===== src/rtl/ptmch_pkg.sv =====
// Shared types and defaults for the pulse-match trigger SPI front end and register bank.
package ptmch_pkg;

    localparam int unsigned DEF_ADDR_W  = 8;
    localparam int unsigned DEF_DATA_W  = 16;
    localparam int unsigned DEF_FRAME_W = DEF_ADDR_W + DEF_DATA_W;

    // Receiver FSM states
    typedef enum logic [1:0] {
        StIdle,
        StShift,
        StCheck
    } rx_state_e;

    // One register write as seen by the trigger core register bank
    typedef struct packed {
        logic [DEF_ADDR_W-1:0] addr;
        logic [DEF_DATA_W-1:0] data;
    } reg_wr_t;

endpackage


===== src/rtl/ptmch_spi_rx_if.sv =====
// Register-write valid/ready port between the SPI receiver (master) and its consumer (slave).
interface ptmch_spi_rx_if
    import ptmch_pkg::*;
#(
    parameter int unsigned ADDR_W = DEF_ADDR_W,
    parameter int unsigned DATA_W = DEF_DATA_W
) ();

    logic              WR_VALID;
    logic              WR_READY;
    logic [ADDR_W-1:0] WR_ADDR;
    logic [DATA_W-1:0] WR_DATA;

    modport master (
        output WR_VALID,
        output WR_ADDR,
        output WR_DATA,
        input  WR_READY
    );

    modport slave (
        input  WR_VALID,
        input  WR_ADDR,
        input  WR_DATA,
        output WR_READY
    );

endinterface


===== src/rtl/ptmch_sync_edge.sv =====
// Multi-stage synchroniser for an asynchronous pin with registered rise/fall pulses.
// All stages reset to 0, so a pin held low through reset never yields a falling edge.
module ptmch_sync_edge #(
    parameter int unsigned SYNC_STAGES = 2
) (
    input  logic clk_i,
    input  logic rst_i,
    input  logic d_i,
    output logic level_o,
    output logic rise_o,
    output logic fall_o
);

    logic [SYNC_STAGES-1:0] sync_q, sync_d;
    logic                   hist_q, hist_d;
    logic                   rise_q, rise_d;
    logic                   fall_q, fall_d;

    // Shift the pin through the synchroniser and compare against the history flop
    always_comb begin
        sync_d = {sync_q[SYNC_STAGES-2:0], d_i};
        hist_d = sync_q[SYNC_STAGES-1];
        rise_d = sync_q[SYNC_STAGES-1] & ~hist_q;
        fall_d = ~sync_q[SYNC_STAGES-1] & hist_q;
    end

    // Synchroniser, history and edge-pulse registers
    always_ff @(posedge clk_i) begin
        if (rst_i) begin
            sync_q <= '0;
            hist_q <= 1'b0;
            rise_q <= 1'b0;
            fall_q <= 1'b0;
        end else begin
            sync_q <= sync_d;
            hist_q <= hist_d;
            rise_q <= rise_d;
            fall_q <= fall_d;
        end
    end

    assign level_o = sync_q[SYNC_STAGES-1];
    assign rise_o  = rise_q;
    assign fall_o  = fall_q;

endmodule


===== src/rtl/ptmch_spi_rx.sv =====
// SPI mode-0 slave frame receiver: oversamples SPI pins in the CLK160M domain, assembles
// ADDR_W+DATA_W bit frames MSB first and emits each good frame as one valid/ready write.
// Optional feature: define PTMCH_SPI_ERRCNT_EN to build the saturating discarded-frame counter;
// otherwise ERR_CNT is tied to 0.
module ptmch_spi_rx
    import ptmch_pkg::*;
#(
    parameter int unsigned ADDR_W      = DEF_ADDR_W,
    parameter int unsigned DATA_W      = DEF_DATA_W,
    parameter int unsigned SYNC_STAGES = 2
) (
    input  logic                   CLK160M,
    input  logic                   RESET,
    input  logic                   SPI_CS,
    input  logic                   SPI_CLK,
    input  logic                   SPI_MOSI,
    ptmch_spi_rx_if.master         wr,
    output logic [7:0]             ERR_CNT
);

    localparam int unsigned FRAME_W = ADDR_W + DATA_W;
    localparam int unsigned CNT_W   = $clog2(FRAME_W + 2);
    localparam logic [CNT_W-1:0] CNT_FULL = CNT_W'(FRAME_W);
    localparam logic [CNT_W-1:0] CNT_MAX  = CNT_W'(FRAME_W + 1);

    logic cs_rise, cs_fall;
    logic sclk_rise;
    logic mosi;

    ptmch_sync_edge #(.SYNC_STAGES(SYNC_STAGES)) u_sync_cs (
        .clk_i   (CLK160M),
        .rst_i   (RESET),
        .d_i     (SPI_CS),
        .level_o (),
        .rise_o  (cs_rise),
        .fall_o  (cs_fall)
    );

    ptmch_sync_edge #(.SYNC_STAGES(SYNC_STAGES)) u_sync_sclk (
        .clk_i   (CLK160M),
        .rst_i   (RESET),
        .d_i     (SPI_CLK),
        .level_o (),
        .rise_o  (sclk_rise),
        .fall_o  ()
    );

    ptmch_sync_edge #(.SYNC_STAGES(SYNC_STAGES)) u_sync_mosi (
        .clk_i   (CLK160M),
        .rst_i   (RESET),
        .d_i     (SPI_MOSI),
        .level_o (mosi),
        .rise_o  (),
        .fall_o  ()
    );

    rx_state_e          state_q, state_d;
    logic [CNT_W-1:0]   cnt_q, cnt_d;
    logic [FRAME_W-1:0] shreg_q, shreg_d;
    logic               wr_valid_q, wr_valid_d;
    logic [ADDR_W-1:0]  wr_addr_q, wr_addr_d;
    logic [DATA_W-1:0]  wr_data_q, wr_data_d;
    logic               accept;

    // Next-state logic for the frame FSM, shifter and one-entry output slot
    always_comb begin
        state_d    = state_q;
        cnt_d      = cnt_q;
        shreg_d    = shreg_q;
        wr_valid_d = wr_valid_q;
        wr_addr_d  = wr_addr_q;
        wr_data_d  = wr_data_q;
        accept     = 1'b0;

        if (wr_valid_q && wr.WR_READY) begin
            wr_valid_d = 1'b0;
        end

        unique case (state_q)
            StIdle: begin
                if (cs_fall) begin
                    state_d = StShift;
                    cnt_d   = '0;
                    shreg_d = '0;
                end
            end
            StShift: begin
                // A bit arriving with the CS rise is still taken before leaving SHIFT
                if (sclk_rise) begin
                    shreg_d = {shreg_q[FRAME_W-2:0], mosi};
                    if (cnt_q != CNT_MAX) begin
                        cnt_d = cnt_q + CNT_W'(1);
                    end
                end
                if (cs_rise) begin
                    state_d = StCheck;
                end
            end
            StCheck: begin
                state_d = StIdle;
                // Slot is free if empty or being drained this very cycle
                if ((cnt_q == CNT_FULL) && (!wr_valid_q || wr.WR_READY)) begin
                    accept     = 1'b1;
                    wr_valid_d = 1'b1;
                    wr_addr_d  = shreg_q[FRAME_W-1 -: ADDR_W];
                    wr_data_d  = shreg_q[DATA_W-1:0];
                end
            end
            default: begin
                state_d = StIdle;
            end
        endcase
    end

    // Frame FSM with registered write outputs
    always_ff @(posedge CLK160M) begin
        if (RESET) begin
            state_q    <= StIdle;
            cnt_q      <= '0;
            shreg_q    <= '0;
            wr_valid_q <= 1'b0;
            wr_addr_q  <= '0;
            wr_data_q  <= '0;
        end else begin
            state_q    <= state_d;
            cnt_q      <= cnt_d;
            shreg_q    <= shreg_d;
            wr_valid_q <= wr_valid_d;
            wr_addr_q  <= wr_addr_d;
            wr_data_q  <= wr_data_d;
        end
    end

    assign wr.WR_VALID = wr_valid_q;
    assign wr.WR_ADDR  = wr_addr_q;
    assign wr.WR_DATA  = wr_data_q;

`ifdef PTMCH_SPI_ERRCNT_EN
    logic       discard;
    logic [7:0] err_cnt_q, err_cnt_d;

    // Saturating count of frames dropped in CHECK
    always_comb begin
        discard   = (state_q == StCheck) && !accept;
        err_cnt_d = err_cnt_q;
        if (discard && (err_cnt_q != 8'hFF)) begin
            err_cnt_d = err_cnt_q + 8'd1;
        end
    end

    // Error counter register
    always_ff @(posedge CLK160M) begin
        if (RESET) begin
            err_cnt_q <= 8'd0;
        end else begin
            err_cnt_q <= err_cnt_d;
        end
    end

    assign ERR_CNT = err_cnt_q;
`else
    assign ERR_CNT = 8'd0;
`endif

endmodule


===== src/flat_wrapper.sv =====
// flat-port wrapper written by rule: the top's interface ports become plain ports
module ptmch_spi_rx_flat import ptmch_pkg::*;
#(
    parameter int unsigned ADDR_W      = DEF_ADDR_W,
    parameter int unsigned DATA_W      = DEF_DATA_W,
    parameter int unsigned SYNC_STAGES = 2
)
  (CLK160M, RESET, SPI_CS, SPI_CLK, SPI_MOSI, ERR_CNT, wr_WR_VALID, wr_WR_ADDR, wr_WR_DATA, wr_WR_READY);
  ptmch_spi_rx_if #(.ADDR_W(ADDR_W), .DATA_W(DATA_W)) wr_i ();
  input  logic CLK160M;
  input  logic RESET;
  input  logic SPI_CS;
  input  logic SPI_CLK;
  input  logic SPI_MOSI;
  output logic [7:0] ERR_CNT;
  output wire logic [$bits(wr_i.WR_VALID)-1:0] wr_WR_VALID;
  output wire logic [$bits(wr_i.WR_ADDR)-1:0] wr_WR_ADDR;
  output wire logic [$bits(wr_i.WR_DATA)-1:0] wr_WR_DATA;
  input wire logic [$bits(wr_i.WR_READY)-1:0] wr_WR_READY;
  assign wr_WR_VALID = wr_i.WR_VALID;
  assign wr_WR_ADDR = wr_i.WR_ADDR;
  assign wr_WR_DATA = wr_i.WR_DATA;
  assign wr_i.WR_READY = wr_WR_READY;
  ptmch_spi_rx #(.ADDR_W(ADDR_W), .DATA_W(DATA_W), .SYNC_STAGES(SYNC_STAGES)) u_core (.CLK160M(CLK160M), .RESET(RESET), .SPI_CS(SPI_CS), .SPI_CLK(SPI_CLK), .SPI_MOSI(SPI_MOSI), .wr(wr_i), .ERR_CNT(ERR_CNT));
endmodule

===== config.mk =====
export PLATFORM = sky130hd
export DESIGN_NAME = ptmch_spi_rx_flat
export DESIGN_NICKNAME = d
export VERILOG_FILES = /design/src/rtl/ptmch_pkg.sv /design/src/rtl/ptmch_spi_rx_if.sv /design/src/rtl/ptmch_sync_edge.sv /design/src/rtl/ptmch_spi_rx.sv /design/src/flat_wrapper.sv
export SDC_FILE = /design/constraint.sdc
export NUM_CORES = 1
export LEC_CHECK = 0
export ABC_AREA = 1
export CAP_MARGIN = 20
export CORE_ASPECT_RATIO = 1.25
export CORE_MARGIN = 8
export CORE_UTILIZATION = 56
export CTS_BUF_LIST = sky130_fd_sc_hd__clkbuf_2
export DETAILED_ROUTE_END_ITERATION = 8
export GPL_TIMING_DRIVEN = 0
export PLACE_DENSITY = 0.79
export SYNTH_ARGS = -nofsm -noshare
export SYNTH_HDL_FRONTEND = slang
export SYNTH_HIERARCHICAL = 1
export SYNTH_SLANG_ARGS = --single-unit

===== constraint.sdc =====
create_clock -name CLK160M -period 1.95 [get_ports CLK160M]
set_input_delay 0.2925 -clock CLK160M [delete_from_list [all_inputs] [get_ports CLK160M]]
set_output_delay 0.2925 -clock CLK160M [all_outputs]
set_load 0.01 [all_outputs]

## Yosys cells after proc, flatten, opt, wreduce, memory -nomap -nowiden

Index checks and enable logic that the tools add are counted.

| storage, ports and cells | value |
|---|---|
| register bits after elaboration | 67 |
| input port bits | 6 |
| output and inout bits | 33 |
| word-level logic and storage cells | 52 |

| cells by class | value |
|---|---|
| add/sub/neg operators | 1 |
| equality and inequality tests | 8 |
| mux-type cells | 13 |
| bitwise logic cells | 6 |
| reductions and logical operators | 10 |

Operators with widths:

| kind | count |
|---|---|
| 24-bit 2-to-1 mux | 2 |
| 24-bit case mux with 2 select lines | 1 |
| 5-bit 2-to-1 mux | 3 |
| 5-bit case mux with 2 select lines | 1 |
| 2-bit inequality test (second input constant) | 3 |
| 5-bit by 1-bit adder with 5-bit output (second input constant) | 1 |
| 5-bit equality test (second input constant) | 1 |
| 5-bit inequality test (second input constant) | 1 |
| 2-bit 2-to-1 mux | 2 |
| 2-bit case mux with 2 select lines | 1 |
| 2-bit AND reduction | 2 |
| 4-bit AND reduction | 1 |
| 1-bit AND | 3 |
| 1-bit 2-to-1 mux | 3 |
| 1-bit NOT | 3 |
| 3-bit AND reduction | 1 |
| 2-bit by 1-bit equality test with 1-bit output (second input constant) | 1 |
| 2-bit equality test (second input constant) | 1 |
| 1-bit logical AND | 2 |
| 2-bit zero test | 1 |
| 2-bit by 1-bit inequality test with 1-bit output (second input constant) | 1 |
| 2-bit nonzero test | 1 |
| 1-bit zero test | 1 |
| 1-bit logical OR | 1 |

## Logic depth before layout (Yosys ltp)

Gate-level depths: netlist of run 1.

| logic depth | value |
|---|---|
| depth in word-level cells | 5 |
| mapped depth | 10 |
| mapped depth without buffers | 10 |

## Modules after synthesis

The synthesis of run 1 kept the hierarchy.

By module, submodules not included:

| module | instances | cells an instance | area each (um2) |
|---|---|---|---|
| ptmch_spi_rx | 1 | 316 | 2,358.5 |
| ptmch_sync_edge | 3 | 15 | 140.1 |

## Least setup slack after synthesis of run 1

OpenSTA, ideal clock, no wires.

| path | value |
|---|---|
| kind | register to register |
| from | register u_core.cnt_q[0] |
| to | register u_core.wr_addr_q[0] (netlist: u_core/wr.WR_ADDR[0]) |
| library setup time | 0.113 ns |
| arrival time | 1.325 ns |
| data required time | 1.837 ns |
| setup slack | 0.512 ns |
| cell stages (with the launch flop) | 9 |
| path buffers | 1 |
| cells stage by stage | dfxtp_1 -> inv_1 -> ha_1 -> nand2_1 -> nor2_1 -> clkbuf_1 -> nand3b_1 -> nand2_1 -> nor2_1 |

| on the way | value |
|---|---|
| longest elaborated chain between the ends | 3 |

Ends and longest elaborated chain:

| item | line | RTL |
|---|---|---|
| from (decl) | ptmch_spi_rx.sv:58 | `logic [CNT_W-1:0] cnt_q, cnt_d;` |
| from (signal assigned) | ptmch_spi_rx.sv:126 | `cnt_q <= cnt_d;` |
| 5-bit equality test | ptmch_spi_rx.sv:102 | `if ((cnt_q == CNT_FULL) && (!wr_valid_q \|\| wr.WR_READY)) begin` |
| 1-bit logical AND | ptmch_spi_rx.sv:102 |  |
| 2-bit AND reduction (no source line) | -- |  |
| to (signal assigned) | ptmch_spi_rx.sv:129 | `wr_addr_q <= wr_addr_d;` |
| to (decl) | ptmch_spi_rx.sv:61 | `logic [ADDR_W-1:0] wr_addr_q, wr_addr_d;` |

No other way between the ends.
A chain may end at the register's enable or synchronous reset.

==> results of run 1 <==
==> final cells by class <==
class	count	area, sq um	share of cell area (%)
Buffer	24	148	4.70
Clock buffer	10	50.0	1.59
Clock inverter	5	21.3	0.677
Inverter	25	93.8	2.99
Multi-Input combinational cell	240	1110	35.4
Sequential cell	67	1340	42.7
Tap cell	60	75.1	2.39
Timing Repair Buffer	30	300	9.56
==> metrics by stage <==
stage          instances  instance area (sq um)  utilization [%]  hold slack (ps)  power (mW)
2_1_floorplan        356                   2690                -              364        1.51
3_3_place_gp         446                   3070             65.8              373        1.54
3_5_place_dp         446                   3070             65.8              381        1.54
4_1_cts              461                   3140             67.4              274        2.13
5_1_grt              461                   3140             67.4              269        2.22
6_report             461                   3140             67.4              298        2.11
==> layer usage <==
metal | wire, um | share of wire, % | global-route usage (%)
met1 | 2150 | 42 | 15.9
met2 | 2550 | 49 | 25.8
met3 | 338 | 6.5 | 5.28
met4 | 137 | 2.6 | 10.4
met5 | 0 | 0 | 0
==> critical path, stage by stage <==
cell and delay, ps:
clkdlybuf4s50_1 670, inv_1 170, clkbuf_1 360, clkbuf_1 450, nand2_1 100, nor2_1 120
==> state kept, by name, indices dropped and copies added, names as in the netlist <==
signal and flops:
u_core/u_sync_cs/rise_o 1, u_core/u_sync_cs/sync_q 2, u_core/u_sync_mosi/sync_q 2, u_core/u_sync_sclk/hist_q 1, u_core/u_sync_sclk/rise_o 1, u_core/u_sync_cs/fall_o 1, u_core/u_sync_sclk/sync_q 2, u_core/wr.WR_VALID 1
u_core/state_q 2, u_core/shreg_q 24, u_core/wr.WR_ADDR 8, u_core/cnt_q 5, u_core/wr.WR_DATA 16, u_core/u_sync_cs/hist_q 1
==> where the power goes <==
part / leakage (nW) / switching [mW] / internal [mW]
logic: 0.672 / 0.0652 / 0.0468
registers: 0.542 / 0.0122 / 1.39
clock network: 0.0541 / 0.449 / 0.150
total: 1.27 / 0.527 / 1.59
==> placed cells by master (no fill, tap or decap) <==
cell type,n
nand2_1,66
buf_2,9
conb_1,8
clkdlybuf4s50_1,30
a21oi_1,28
dfxtp_1,67
nor2_4,1
inv_1,23
clkbuf_2,11
nor3b_4,1
buf_6,2
inv_2,2
nand2_2,3
clkinv_2,2
nand3_1,9
nand3b_1,24
o22ai_1,1
nand4_1,1
clkinv_1,3
nor2_1,90
nor2_2,1
nor3_2,1
buf_4,8
clkbuf_1,4
ha_1,3
o21ai_0,3
==> worst min path at each step <==
stage | end | slack (ps) | cells after the start
floorplan | u_core/u_sync_cs/sync_q[0]$_SDFF_PP0_ | 360 | 1
global placement | u_core/u_sync_sclk/rise_o$_SDFF_PP0_ | 370 | 1
detailed placement | u_core/u_sync_sclk/rise_o$_SDFF_PP0_ | 380 | 1
CTS | u_core/u_sync_mosi/sync_q[0]$_SDFF_PP0_ | 270 | 3
global route | u_core/u_sync_mosi/sync_q[0]$_SDFF_PP0_ | 270 | 3
finish | u_core/u_sync_sclk/sync_q[0]$_SDFF_PP0_ | 300 | 3
==> impl_metrics.toml, run 1 <==
[clock_network]
cts.clk_slew.worst_paths_ps = 160
h-tree-depth = 3
clk_latency_ps = 510
cts_made_buffers = 9
clockRootBuffer = "clkbuf_2"
cts_buffer_depth = 2
post_cts_buffers = 0
cts_tree = "done"
hold_buffers = 0
cts.sinks = 67
cts-resized-gates = 0

[critical_path]
crit_arrival_ps = 2170
reg2reg_to = "u_core/wr.WR_ADDR[3]$_SDFFE_PP0P_"
rrSetupSlack_ps = 340
crit_path_end = "u_core/wr.WR_ADDR[1]$_SDFFE_PP0P_"
cp-startpoint = "RESET"
end_kind = "flop"
path_max_fanout = 12
worst_setup_path_start_kind = "input port"
required_ps = 2400
r2r-start = "u_core/cnt_q[0]$_SDFFE_PP0P_"
r2r_cells = 8
critical_path_class = "input port to flop"

[die]
dieWidth_um = 77.7
dieArea_sq_um = 7240
rows = 28
pin_count = 39
start_util_pct = 57.2
core_region_area_sq_um = 4660
die_y_um = 93.1

[timing]
finalWorstSetupSlack_ps = 229
tightest_slew_ps = 521
slew_headroom_pct = 65.2
period_share_pct = 88.3
slew_viol_final = 0
totalNegativeSetupSlack_ps = 0
clock_skew_ps = 23.6
rsz0062_at_grt = "no"
fmax_ghz = 0.581
setup_viol = 0
hold_viol = 0
final.min_clock_period_ps = 1720

[logic_synthesis]
syn_area_sq_um = 2670
synthCells = 349
synth_area_per_cell_sq_um = 7.64
synth_warnings = 6

[route]
ant_nets = 0
dr.pass1.iters = 4
routed_wl_um = 5170
drtIter0Drc = 167
num_vias = 2218
wire_per_inst_um = 11.2
avgViaCountPerCell = 4.81
drc = 0

[global_routing]
grt_start_max_net_pins = 13
grt_pass1_vias = 2067
grt_use_total_pct = 15.4
antenna_found_initial = 0
grt_pass1_wl_um = 8940
grt_overflow = 0

[placement]
post-place-ws_ps = -304
io_buffers = 30
dp_hpwl_um = 3740
place_congestion = 0.769

[power]
p_leak_nw = 1.27
powerDensity_nw_per_um2 = 673
vdd.ir_drop.worst_uv = 475

[layout]
antenna_cells = 0
layout.nets = 406
n_fill_cell = 405
area_growth_pct = 17.8
drive_above_1_share_pct = 10.2

[worst_hold_path]
hold_class = "input port to flop"
min-delay-start = "SPI_CLK"

[outcome]
status = "complete, no violations"

[job]
maxCapViolCount = 0
Power figures use the tool's default switching activity.
==> inputs of run 2 (changes only) <==
REMOVE_ABC_BUFFERS = 1   (was default)
==> run 2 against run 1 <==
  * Via count down 1.1%
  * Critical path depth down 2
  * Worst setup slack worse by 67 ps
  * Total power up 28%
  * Hold slack better by 11 ps
  * Register-to-register slack worse by 120 ps
  * Sequential power about the same
  * Sequential cell count unchanged
  * Fmax down 3.7%
  * Critical path type unchanged
==> impl_metrics.toml, run 2 (same netlist as run 1, synthesis figures left out) <==
[route]
avgViaCountPerCell = 4.93
drc = 0
drtIter0Drc = 265
ant_nets = 0
wire_per_inst_um = 11.9
num_vias = 2193
dr.pass1.iters = 5
routed_wl_um = 5290

[timing]
slew_viol_final = 0
final.min_clock_period_ps = 1790
clock_skew_ps = 25.1
setup_viol = 0
slew_headroom_pct = 54.1
hold_viol = 0
finalWorstSetupSlack_ps = 162
period_share_pct = 91.7
rsz0062_at_grt = "no"
fmax_ghz = 0.559
tightest_slew_ps = 687
whs_ps = 310

[clock_network]
hold_buffers = 0
cts.clk_slew.worst_paths_ps = 190
cts_made_buffers = 9
clockRootBuffer = "clkbuf_2"
h-tree-depth = 3
cts_tree = "done"
cts_buffer_depth = 2
cts.sinks = 67
clk_latency_ps = 480

[global_routing]
grt_pass1_vias = 2108
antenna_found_initial = 0
grt_use_total_pct = 15.3
grt_start_max_net_pins = 30
grt_pass1_wl_um = 9050
grt_overflow = 0

[power]
powerDensity_nw_per_um2 = 845
p_leak_nw = 1.23
vdd.ir_drop.worst_uv = 788

[critical_path]
critical_path_class = "input port to flop"
worst_setup_path_start_kind = "input port"
crit_arrival_ps = 2190
critical-path-slowest-cell = "clkdlybuf4s50_1"
r2r_cells = 7
reg2reg_to = "u_core/cnt_q[2]$_SDFFE_PP0P_"
path_cells = "clkdlybuf4s50_1 > clkinvlp_2 > nand2_1 > nor2_1"
cpPeakStageDelay_ps = 910
end_kind = "flop"
path_max_fanout = 14
r2r-start = "u_core/state_q[0]$_SDFFE_PP0P_"
rrSetupSlack_ps = 220
required_ps = 2350

[die]
core_region_area_sq_um = 4660
dieArea_sq_um = 7240
die_y_um = 93.1
pin_count = 39
dieWidth_um = 77.7
rows = 28
start_util_pct = 57.2

[layout]
drive_above_1_share_pct = 9.35
layout_commonest_cell = "nor2_1"
antenna_cells = 0
largest_reg_flops = 24
final_util_pct = 68.6
fin_area_sq_um = 3190
top_register = "u_core/shreg_q"
area_growth_pct = 19.8
layout.nets = 389
final_cell_mix = "nor2_1 (89), dfxtp_1 (67), nand2_1 (65), clkdlybuf4s50_1 (30), a21oi_1 (28)"

[worst_hold_path]
min-delay-start = "SPI_CLK"
hold_end = "u_core/u_sync_sclk/sync_q[0]$_SDFF_PP0_"
hold_class = "input port to flop"
hold_path_depth = 3

[placement]
place_congestion = 0.836
io_buffers = 30
dp_hpwl_um = 3270
place_area_sq_um = 2940
post-place-ws_ps = -1150

[outcome]
status = "complete, no violations"

[job]
maxCapViolCount = 0
run 2: changes by cell type in the layout (fill, tap and decap cells not counted), sizes merged:
cell	change
clkinvlp	+3
clkinv	-5
buf	-13
bufinv	+4
clkbuf	-5
run 2: per-stage QoR:
stage	total power, mW	instances	TNS, ps
floorplan	1.49	332	0
global placement	1.52	422	-37410
detailed placement	1.53	423	-31160
CTS	2.72	440	0
global route	2.79	445	0
finish	2.70	445	0
run 2: layout make-up:
type                       count  area, sq um
clock buffer                  10         50.0
clock inverter                 6          136
fill                         400         1470
inverter                      25         97.6
multi-input combinational    240         1130
sequential                    67         1340
tap                           60         75.1
timing repair buffer          36          357
timing repair inverter         1         5.00
run 2: how the worst max path moves through the flow:
| stage | from | endpoint | depth (start not counted) |
|---|---|---|---|
| 2_1_floorplan | u_core/cnt_q[0]$_SDFFE_PP0P_ | u_core/wr.WR_ADDR[0]$_SDFFE_PP0P_ | 7 |
| 3_3_place_gp | RESET | u_core/shreg_q[17]$_SDFFE_PP0P_ | 4 |
| 3_5_place_dp | RESET | u_core/shreg_q[21]$_SDFFE_PP0P_ | 4 |
| 4_1_cts | u_core/cnt_q[0]$_SDFFE_PP0P_ | u_core/wr.WR_ADDR[2]$_SDFFE_PP0P_ | 6 |
| 5_1_grt | RESET | u_core/wr.WR_DATA[6]$_SDFFE_PP0P_ | 4 |
| 6_report | RESET | u_core/wr.WR_ADDR[3]$_SDFFE_PP0P_ | 4 |
run 2: power by group:
part | internal [mW] | switching (mW)
Sequential | 1.39 | 0.0133
Clock | 0.691 | 0.496
Combinational | 0.0391 | 0.0652
run 2: repair_timing:
action,CTS,global route
resized for setup,3,2
setup buffers,0,4
pin swaps,0,0
cloned,1,0
endpoints found under the setup margin,25,48
run 2: layer usage:
layer | routed length (um) | global-route usage [%] | up-vias
li1 | - | - | 1130
met1 | 2250 | 16.1 | 1005
met2 | 2680 | 26.0 | 52
met3 | 299 | 4.32 | 6
met4 | 61 | 10.6 | 0
met5 | 0 | 0 | -
run 2: worst max-delay path, delay by kind of cell:
kind,cells,cell delay (ps)
buffers and inverters,2,1620
and+or+nand+nor,2,280
